===== src/rtl/pipe_alu_stream.sv =====
// Two-stage pipelined ALU with valid/ready on both sides. A one-hot opcode is
// encoded ahead of S1, and the ALU sits between S1 and S2. S2 drives all outputs except in_ready.
module pipe_alu_stream #(
   parameter int WIDTH = 8,
   parameter int TAG_W = 4
) (
   input  logic             clk,
   input  logic             clear_pipeline,
   input  logic             in_valid,
   output logic             in_ready,
   input  logic [7:0]       op_onehot,
   input  logic [WIDTH-1:0] a,
   input  logic [WIDTH-1:0] b,
   input  logic [TAG_W-1:0] tag_in,
   output logic             out_valid,
   input  logic             out_ready,
   output logic [WIDTH-1:0] res,
   output logic             carry,
   output logic             zero,
   output logic             parity,
   output logic             err,
   output logic [TAG_W-1:0] tag_out
);

   localparam logic [2:0] OP_ADD  = 3'd0;
   localparam logic [2:0] OP_SUB  = 3'd1;
   localparam logic [2:0] OP_XOR  = 3'd2;
   localparam logic [2:0] OP_OR   = 3'd3;
   localparam logic [2:0] OP_AND  = 3'd4;
   localparam logic [2:0] OP_NOR  = 3'd5;
   localparam logic [2:0] OP_NAND = 3'd6;
   localparam logic [2:0] OP_XNOR = 3'd7;

   logic             r_s1_valid;
   logic [2:0]       r_s1_op;
   logic             r_s1_err;
   logic [WIDTH-1:0] r_s1_a;
   logic [WIDTH-1:0] r_s1_b;
   logic [TAG_W-1:0] r_s1_tag;

   logic             r_s2_valid;
   logic [WIDTH-1:0] r_s2_res;
   logic             r_s2_carry;
   logic             r_s2_zero;
   logic             r_s2_parity;
   logic             r_s2_err;
   logic [TAG_W-1:0] r_s2_tag;

   logic             w_s1_load;
   logic             w_s2_load;
   logic             w_one_hot;
   logic [2:0]       w_op_enc;
   logic [WIDTH:0]   w_add;
   logic [WIDTH:0]   w_sub;
   logic [WIDTH-1:0] w_res;
   logic             w_carry;
   logic             w_zero;
   logic             w_parity;

   // S2 frees up when it is empty or its result leaves this cycle, which lets S1
   // drain and refill on the same edge.
   assign w_s2_load = r_s1_valid && (!r_s2_valid || out_ready);
   assign in_ready  = !r_s1_valid || w_s2_load;
   assign w_s1_load = in_valid && in_ready;

   assign w_one_hot = (op_onehot != 8'd0) && ((op_onehot & (op_onehot - 8'd1)) == 8'd0);

   always_comb begin
      // NOTE: every always_comb output gets a default first, so no path leaves it unassigned and infers a latch.
      w_op_enc = OP_ADD;
      if (w_one_hot) begin
         for (int k = 0; k < 8; k++) begin
            if (op_onehot[k]) w_op_enc = 3'(k);
         end
      end
   end

   assign w_add = {1'b0, r_s1_a} + {1'b0, r_s1_b};
   assign w_sub = {1'b0, r_s1_a} + {1'b0, ~r_s1_b} + {{WIDTH{1'b0}}, 1'b1};

   always_comb begin
      w_res   = '0;
      w_carry = 1'b0;
      case (r_s1_op)
         OP_ADD:  {w_carry, w_res} = w_add;
         OP_SUB:  {w_carry, w_res} = w_sub;
         OP_XOR:  w_res = r_s1_a ^ r_s1_b;
         OP_OR:   w_res = r_s1_a | r_s1_b;
         OP_AND:  w_res = r_s1_a & r_s1_b;
         OP_NOR:  w_res = ~(r_s1_a | r_s1_b);
         OP_NAND: w_res = ~(r_s1_a & r_s1_b);
         OP_XNOR: w_res = ~(r_s1_a ^ r_s1_b);
         default: w_res = '0;
      endcase
   end

   assign w_zero   = (w_res == '0);
   assign w_parity = ^{w_carry, w_res};

   always_ff @(posedge clk or negedge clear_pipeline) begin
      // NOTE: the data registers are reset along with the valids, so outputs read 0 during and after reset.
      if (!clear_pipeline) begin
         r_s1_valid <= 1'b0;
         r_s1_op    <= '0;
         r_s1_err   <= 1'b0;
         r_s1_a     <= '0;
         r_s1_b     <= '0;
         r_s1_tag   <= '0;
      end else if (w_s1_load) begin
         // NOTE: sequential state uses non-blocking assignments, so every register samples pre-edge values.
         r_s1_valid <= 1'b1;
         r_s1_op    <= w_op_enc;
         r_s1_err   <= !w_one_hot;
         r_s1_a     <= a;
         r_s1_b     <= b;
         r_s1_tag   <= tag_in;
      end else if (w_s2_load) begin
         r_s1_valid <= 1'b0;
      end
   end

   always_ff @(posedge clk or negedge clear_pipeline) begin
      if (!clear_pipeline) begin
         r_s2_valid  <= 1'b0;
         r_s2_res    <= '0;
         r_s2_carry  <= 1'b0;
         r_s2_zero   <= 1'b0;
         r_s2_parity <= 1'b0;
         r_s2_err    <= 1'b0;
         r_s2_tag    <= '0;
      end else if (w_s2_load) begin
         r_s2_valid  <= 1'b1;
         r_s2_res    <= w_res;
         r_s2_carry  <= w_carry;
         r_s2_zero   <= w_zero;
         r_s2_parity <= w_parity;
         r_s2_err    <= r_s1_err;
         r_s2_tag    <= r_s1_tag;
      end else if (r_s2_valid && out_ready) begin
         r_s2_valid <= 1'b0;
      end
   end

   assign out_valid = r_s2_valid;
   assign res       = r_s2_res;
   assign carry     = r_s2_carry;
   assign zero      = r_s2_zero;
   assign parity    = r_s2_parity;
   assign err       = r_s2_err;
   assign tag_out   = r_s2_tag;

endmodule


===== config.mk =====
export PLATFORM = sky130hd
export DESIGN_NAME = pipe_alu_stream
export DESIGN_NICKNAME = d
export VERILOG_FILES = /design/src/rtl/pipe_alu_stream.sv
export SDC_FILE = /design/constraint.sdc
export NUM_CORES = 1
export LEC_CHECK = 0
export ABC_AREA = 1
export CORE_MARGIN = 2
export CORE_UTILIZATION = 25
export CTS_BUF_LIST = sky130_fd_sc_hd__clkbuf_8
export DETAILED_ROUTE_END_ITERATION = 10
export PLACE_DENSITY_LB_ADDON = 0.12
export SYNTH_ARGS = -nofsm -noshare
export SYNTH_HDL_FRONTEND = slang
export SYNTH_SLANG_ARGS = --single-unit

===== constraint.sdc =====
create_clock -name clk -period 4.2 [get_ports clk]
set_input_delay 1.05 -clock clk [delete_from_list [all_inputs] [get_ports clk]]
set_output_delay 1.05 -clock clk [all_outputs]
set_load 0.1 [all_outputs]

==> results of run 1 <==
==> cell families after synthesis <==
family / count (synthesis) / synth area share (%)
XOR/XNOR: 5 / 1.41
adder cells (fa/ha/maj): 30 / 12.6
flip-flops: 42 / 33.8
AO/OA/AOI/OAI: 75 / 13.6
AND/OR/NAND/NOR: 208 / 29.0
buffers and inverters: 77 / 9.63
==> final timing paths <==
check / slack [ns] / cells past startpoint / endpoint
min in group asynchronous: 0.89 / 1 / r_s1_b[7]$_DFFE_PN0P_
worst max register to register: 1.44 / 15 / parity$_DFFE_PN0P_
worst min-delay path: 0.48 / 2 / res[4]$_DFFE_PN0P_
max in group asynchronous: 2.72 / 1 / r_s1_b[0]$_DFFE_PN0P_
worst max-delay path: 1.20 / 4 / in_ready
worst min register to register: 0.48 / 2 / res[4]$_DFFE_PN0P_
==> power breakdown <==
group | internal (uW) | total (uW) | leakage, uW | switching [uW]
clock | 175 | 331 | 0.0000556 | 156
combinational | 383 | 1290 | 0.00134 | 907
sequential | 496 | 548 | 0.000515 | 52.1
==> stage by stage <==
stage	setup slack (ns)	hold slack, ns	utilization (%)	cell area (um2)	cells
floorplan	1.25	0.443	-	3110	437
global placement	1.20	0.462	31.3	3770	646
detailed placement	1.21	0.464	31.3	3770	646
CTS	1.20	0.488	32.2	3880	654
global route	1.16	0.517	32.2	3880	654
finish	1.20	0.481	32.2	3880	654
==> worst max-delay path: stages <==
cell and delay [ns]:
clkdlybuf4s50_1 0.46, inv_1 0.05, nand3_1 0.09, buf_4 0.30
==> cells in the mapped netlist (all sizes together) (3+ instances only) <==
| master | n |
|---|---|
| a21oi | 15 |
| buf | 4 |
| clkbuf | 6 |
| dfrtp | 42 |
| ha | 28 |
| inv | 65 |
| nand2 | 127 |
| nand3 | 35 |
| nand4 | 6 |
| nor2 | 32 |
| o21ai | 41 |
| o22ai | 7 |
| or2 | 3 |
| xor2 | 3 |
==> state kept, by name (all words and copies together) (netlist names) <==
register and count:
r_s1_a 8, r_s1_b 8, res 8, r_s1_tag 4
tag_out 4, r_s1_op 3, carry 1, err 1
out_valid 1, parity 1, r_s1_err 1, r_s1_valid 1
zero 1
==> layout make-up <==
cell class / instances / area [um2]
Multi-Input combinational cell: 318 / 1760
Timing Repair Buffer: 51 / 498
Inverter: 67 / 254
Fill cell: 1320 / 8180
Sequential cell: 42 / 1050
Tap cell: 168 / 210
Clock buffer: 5 / 68.8
Clock inverter: 3 / 41.3
==> metal layers <==
| metal | up-vias | GRT usage (%) |
|---|---|---|
| met3 | 8 | 1.83 |
| met2 | 79 | 21.1 |
| li1 | 1488 | - |
| met1 | 1349 | 18.3 |
| met5 | - | 0 |
| met4 | 0 | 3.37 |
==> impl_metrics.json, run 1 <==
{
  "worst_setup_hold_path_clk_slew_ns": 0.09,
  "groute.usage.overall_pct": 13.1,
  "place.gp.congestion": 0.854,
  "grt_start_max_net_pins": 46,
  "row_count": 40,
  "top_layer_used": "met4",
  "via_per_inst": 4.47,
  "postCtsSetupRepairBufs": 0,
  "netlist_area_um2": 3110,
  "yosys-top-cells-area": "dfrtp_1 (34%), nand2_1 (15%), ha_1 (11%)",
  "place.port_buffers": 49,
  "rsz_0062_raised_after_global_routing": "false",
  "crit_arrival_ns": 1.95,
  "max-clock-path-buffers": 2,
  "status": "complete, no violations",
  "dr.pass1.iters": 5,
  "route.met2.wl_mm": 3.71,
  "timing.final.max_slew_violations": 0,
  "routedLengthMet1_mm": 4.02,
  "first_global_vias": 2809,
  "insertedDiodeCount": 0,
  "finalHoldViolations": 0,
  "synthDominantAreaCellType": "dfrtp_1",
  "syn2layout_area_growth_pct": 24.9,
  "detail_route.iter0.violations": 149,
  "final_critical_delay_including_setup_and_external_delays_ns": 3.00,
  "critical_path.max_fanout": 3,
  "drive_above_1_share_pct": 5.76,
  "slew-limit-headroom_pct": 34.8,
  "yosys.area.top_type_share_pct": 33.8,
  "nets": 547,
  "finalSetupTns_ns": 0,
  "most_frequent_standard_cell_in_the_layout_excluding_fill_and_tap_cells": "nand2_1",
  "fin_crit_sh_pct": 71.4,
  "io_pins": 50,
  "clock_tree.htree_level_count": 2,
  "insertion_delay_ns": 0.30,
  "critical_path_required_ns": 3.15,
  "num_vias": 2924,
  "count_of_different_cell_masters_after_synthesis": 40,
  "critical_path.endpoint_type": "output port",
  "r2r-start": "r_s1_a[5]$_DFFE_PN0P_",
  "die_height_um": 115,
  "total_die_area_um2": 13300,
  "clk_root_buffer_cell": "clkbuf_8",
  "totalWireLength_mm": 8.25,
  "synth_sequential_area_ratio_pct": 33.8,
  "power.ir.vdd_worst_v": 0.000138,
  "critical_path_class": "in -> out",
  "cts_tree": "built",
  "startpoint": "out_ready",
  "drt.antenna.violating_nets": 0,
  "total_power_uw": 2170,
  "total_clock_buffers_created_by_cts": 5,
  "final_cell_mix": "nand2_1 (126), inv_1 (61), clkdlybuf4s50_1 (47), dfrtp_1 (42), o21ai_0 (37)",
  "cts_sinks": 42,
  "global_route_wire_length_before_repair_mm": 13.8,
  "yosysWarnings": 0,
  "timing.final.setup_violations": 0,
  "place_hpwl_mm": 6.35,
  "max_cap_viol_count": 0,
  "ctsHoldBuffers": 0,
  "post_cts_resize_count": 0,
  "synth_flop_cell": "dfrtp_1",
  "synth.ff_latch_count": 42,
  "avgSynthCellArea_um2": 7.11,
  "critPathLaunchType": "input port",
  "power_per_cell_area_nw_per_um2": 559,
  "worst_pin_slew_ns": 0.974,
  "max_freq_mhz": 333,
  "coreArea_um2": 12100,
  "drc_errors": 0,
  "detailroute.wirelength.met3_um": 409,
  "synth_nets": 499,
  "drt-wirelength-per-cell_um": 12.6,
  "syn_inst_count": 437,
  "start_util_pct": 25.8,
  "asyncSetResetFlopFracSynth_pct": 100,
  "timing.clock.skew_ns": 0.00856,
  "min-delay-path-class": "reg -> reg",
  "power.leakage_uw": 0.00191,
  "timing.hold.worst.start": "res[4]$_DFFE_PN0P_",
  "number_of_antenna_violations_at_the_first_check_in_global_routing": 0,
  "floorplan.die.width_um": 115,
  "synth_edf_count": 0,
  "global_route.overflow_total": 0
}
(Power assumes the default switching activity.)
==> run 2, diff against run 1 <==
==> constraint.sdc (replaced) <==
create_clock -name clk -period 2.9 [get_ports clk]
set_input_delay 0.725 -clock clk [delete_from_list [all_inputs] [get_ports clk]]
set_output_delay 0.725 -clock clk [all_outputs]
set_load 0.1 [all_outputs]
==> run 2 against run 1 <==
Compared with the run above: non-clock buffer count increased by 5; largest cell class unchanged; clock skew decreased by 0.0023 ns; worst setup slack got worse by 1.0 ns; count of clock-buffer cells in the layout unchanged; clock power increased by 44%; power increased by 47%.
==> impl_metrics.json, run 2 (synthesis results as in run 1) <==
{
  "status": "complete, no violations",
  "critical-path-max-stage-delay_ns": 0.41,
  "rrSetupSlack_ns": 0.20,
  "cts_tree": "built",
  "total_die_area_um2": 13300,
  "insertion_delay_ns": 0.30,
  "power_per_cell_area_nw_per_um2": 812,
  "place_hpwl_mm": 6.80,
  "critical_path.endpoint_type": "flop",
  "critical-path-slowest-cell": "dfrtp_1",
  "critical_path_required_ns": 3.10,
  "clock_power_share_pct": 15.0,
  "comb_power_share_pct": 60.0,
  "coreArea_um2": 12100,
  "clk_root_buffer_cell": "clkbuf_8",
  "r2r-start": "r_s1_a[0]$_DFFE_PN0P_",
  "clock_tree.htree_level_count": 2,
  "rsz_0062_raised_after_global_routing": "false",
  "drt-wirelength-per-cell_um": 13.1,
  "seq_power_share_pct": 25.0,
  "power.share.switching_pct": 51.5,
  "critical_path_class": "reg -> reg",
  "final_cell_mix": "nand2_1 (126), inv_1 (60), dfrtp_1 (41), o21ai_0 (37)",
  "path_cells": "ha_2, fa_1, nand3_1, nand2_1, a21o_1, nand2_1, nand3_1, nand2_1, ha_4, xnor2_2, xnor2_1, nand3b_1, nand3_1, nand2_1",
  "slew-limit-headroom_pct": 65.9,
  "detailroute.wirelength.met3_um": 382,
  "placed_cell_areas_um2": 3780,
  "nets": 552,
  "route.met2.wl_mm": 3.81,
  "final_core_util_pct": 32.6,
  "first_global_vias": 2843,
  "critPathLaunchType": "flop",
  "place.port_buffers": 49,
  "power.ir.vdd_worst_v": 0.000218,
  "final_cell_count_no_fill": 659,
  "postCtsSetupRepairBufs": 0,
  "power.net_switching_uw": 1640,
  "global_route_wire_length_before_repair_mm": 14.2,
  "max_freq_mhz": 370,
  "drc_errors": 0,
  "setup_ws_ns": 0.196,
  "final_critical_delay_including_setup_and_external_delays_ns": 2.70,
  "preCtsSetupSlack_ns": 0.176,
  "syn2layout_area_growth_pct": 26.5,
  "floorplan.die.width_um": 115,
  "insertedDiodeCount": 0,
  "timing.final.setup_violations": 0,
  "min-delay-path-class": "in -> async",
  "via_per_inst": 4.44,
  "totalWireLength_mm": 8.60,
  "fin_area_um2": 3930,
  "max_cap_viol_count": 0,
  "total_clock_buffers_created_by_cts": 5,
  "timing.rr.end": "parity$_DFFE_PN0P_",
  "dr.pass1.iters": 6,
  "die_height_um": 115,
  "r2r_cells": 14,
  "top_layer_used": "met4",
  "path_delay_family": "simple AND/OR/NAND/NOR gates",
  "routedLengthMet1_mm": 4.27,
  "power.leakage_uw": 0.00196,
  "drive_above_1_share_pct": 12.2,
  "cellInternalPower_uw": 1550,
  "worst_pin_slew_ns": 0.510,
  "max-clock-path-buffers": 2,
  "drt.antenna.violating_nets": 0,
  "finalSetupTns_ns": 0,
  "global_route.overflow_total": 0,
  "grt_start_max_net_pins": 28,
  "num_vias": 2927,
  "groute.usage.overall_pct": 13.7,
  "start_util_pct": 25.8,
  "worst_path_most_repeated_cell": "nand2_1",
  "place.gp.congestion": 0.917,
  "cts_sinks": 42,
  "io_pins": 50,
  "dp_cells": 651,
  "worst_setup_hold_path_clk_slew_ns": 0.09,
  "crit_buf_inv": 0,
  "number_of_antenna_violations_at_the_first_check_in_global_routing": 0,
  "detail_route.iter0.violations": 156,
  "fin_crit_sh_pct": 93.3,
  "timing.clock.skew_ns": 0.00630,
  "most_frequent_standard_cell_in_the_layout_excluding_fill_and_tap_cells": "nand2_1",
  "crit_arrival_ns": 2.91,
  "critical_path.max_fanout": 4,
  "timing.final.max_slew_violations": 0,
  "finalHoldViolations": 0,
  "row_count": 40
}
run 2: changes by cell type in the layout (fill, tap and decap cells not counted), moves of 2 or more:
cell / change
buf_4: +21
clkdlybuf4s50_1: -17
ha_1: -3
a21oi_1: -2
a21oi_2: +2
ha_2: +2
run 2: layout make-up:
| type | instances | area (um2) |
|---|---|---|
| fillers | 1313 | 8130 |
| flip-flops and latches | 42 | 1050 |
| repair buffers | 56 | 505 |
| multi-input cells | 318 | 1800 |
| well taps | 168 | 210 |
| clock inverters | 3 | 41.3 |
| inverters | 67 | 254 |
| clock buffers | 5 | 68.8 |
run 2: metal layers:
layer	track usage, %	vias to the layer above
met1	18.9	1331
met2	21.9	79
met5	0	-
li1	-	1507
met3	2.46	10
met4	4.42	0
run 2: stage by stage:
| step | power (uW) | hold slack, ns |
|---|---|---|
| 2_1_floorplan | 2230 | 0.429 |
| 3_3_place_gp | 2670 | 0.467 |
| 3_5_place_dp | 2680 | 0.467 |
| 4_1_cts | 3170 | 0.354 |
| 5_1_grt | 3420 | 0.368 |
| 6_report | 3190 | 0.341 |
run 2: worst max path at each step:
stage          cells past startpoint              startpoint  slack [ns]               endpoint
5_1_grt                           13  r_s1_op[1]$_DFFE_PN0P_      0.0008     parity$_DFFE_PN0P_
6_report                          14   r_s1_a[0]$_DFFE_PN0P_        0.20     parity$_DFFE_PN0P_
3_5_place_dp                      14   r_s1_b[0]$_DFFE_PN0P_        0.18     parity$_DFFE_PN0P_
3_3_place_gp                      18   r_s1_a[0]$_DFFE_PN0P_        0.16     parity$_DFFE_PN0P_
4_1_cts                           14   r_s1_b[0]$_DFFE_PN0P_        0.15     parity$_DFFE_PN0P_
2_1_floorplan                      6   out_valid$_DFFE_PN0P_        0.38  r_s1_a[0]$_DFFE_PN0P_
run 2: power groups by stage:
stage | clock network (uW) | logic (uW) | registers, uW
floorplan | 0 | 772 | 1460
global placement | 0 | 1870 | 808
detailed placement | 0 | 1860 | 811
CTS | 499 | 1870 | 800
global route | 522 | 2080 | 818
finish | 477 | 1910 | 798
run 2: what timing repair did:
action / 4_1_cts / 5_1_grt
endpoints found under the setup margin: 0 / 1
hold buffers: 0 / 0
gates resized for setup: 0 / 9
run 2: worst register-to-register path, stage by stage (launching register included):
cell and delay (ns):
dfrtp_1 0.41, ha_2 0.22, fa_1 0.41, nand3_1 0.13, nand2_1 0.13, a21o_1 0.19
nand2_1 0.05, nand3_1 0.10, nand2_1 0.17, ha_4 0.23, xnor2_2 0.13, xnor2_1 0.13
nand3b_1 0.16, nand3_1 0.08, nand2_1 0.05
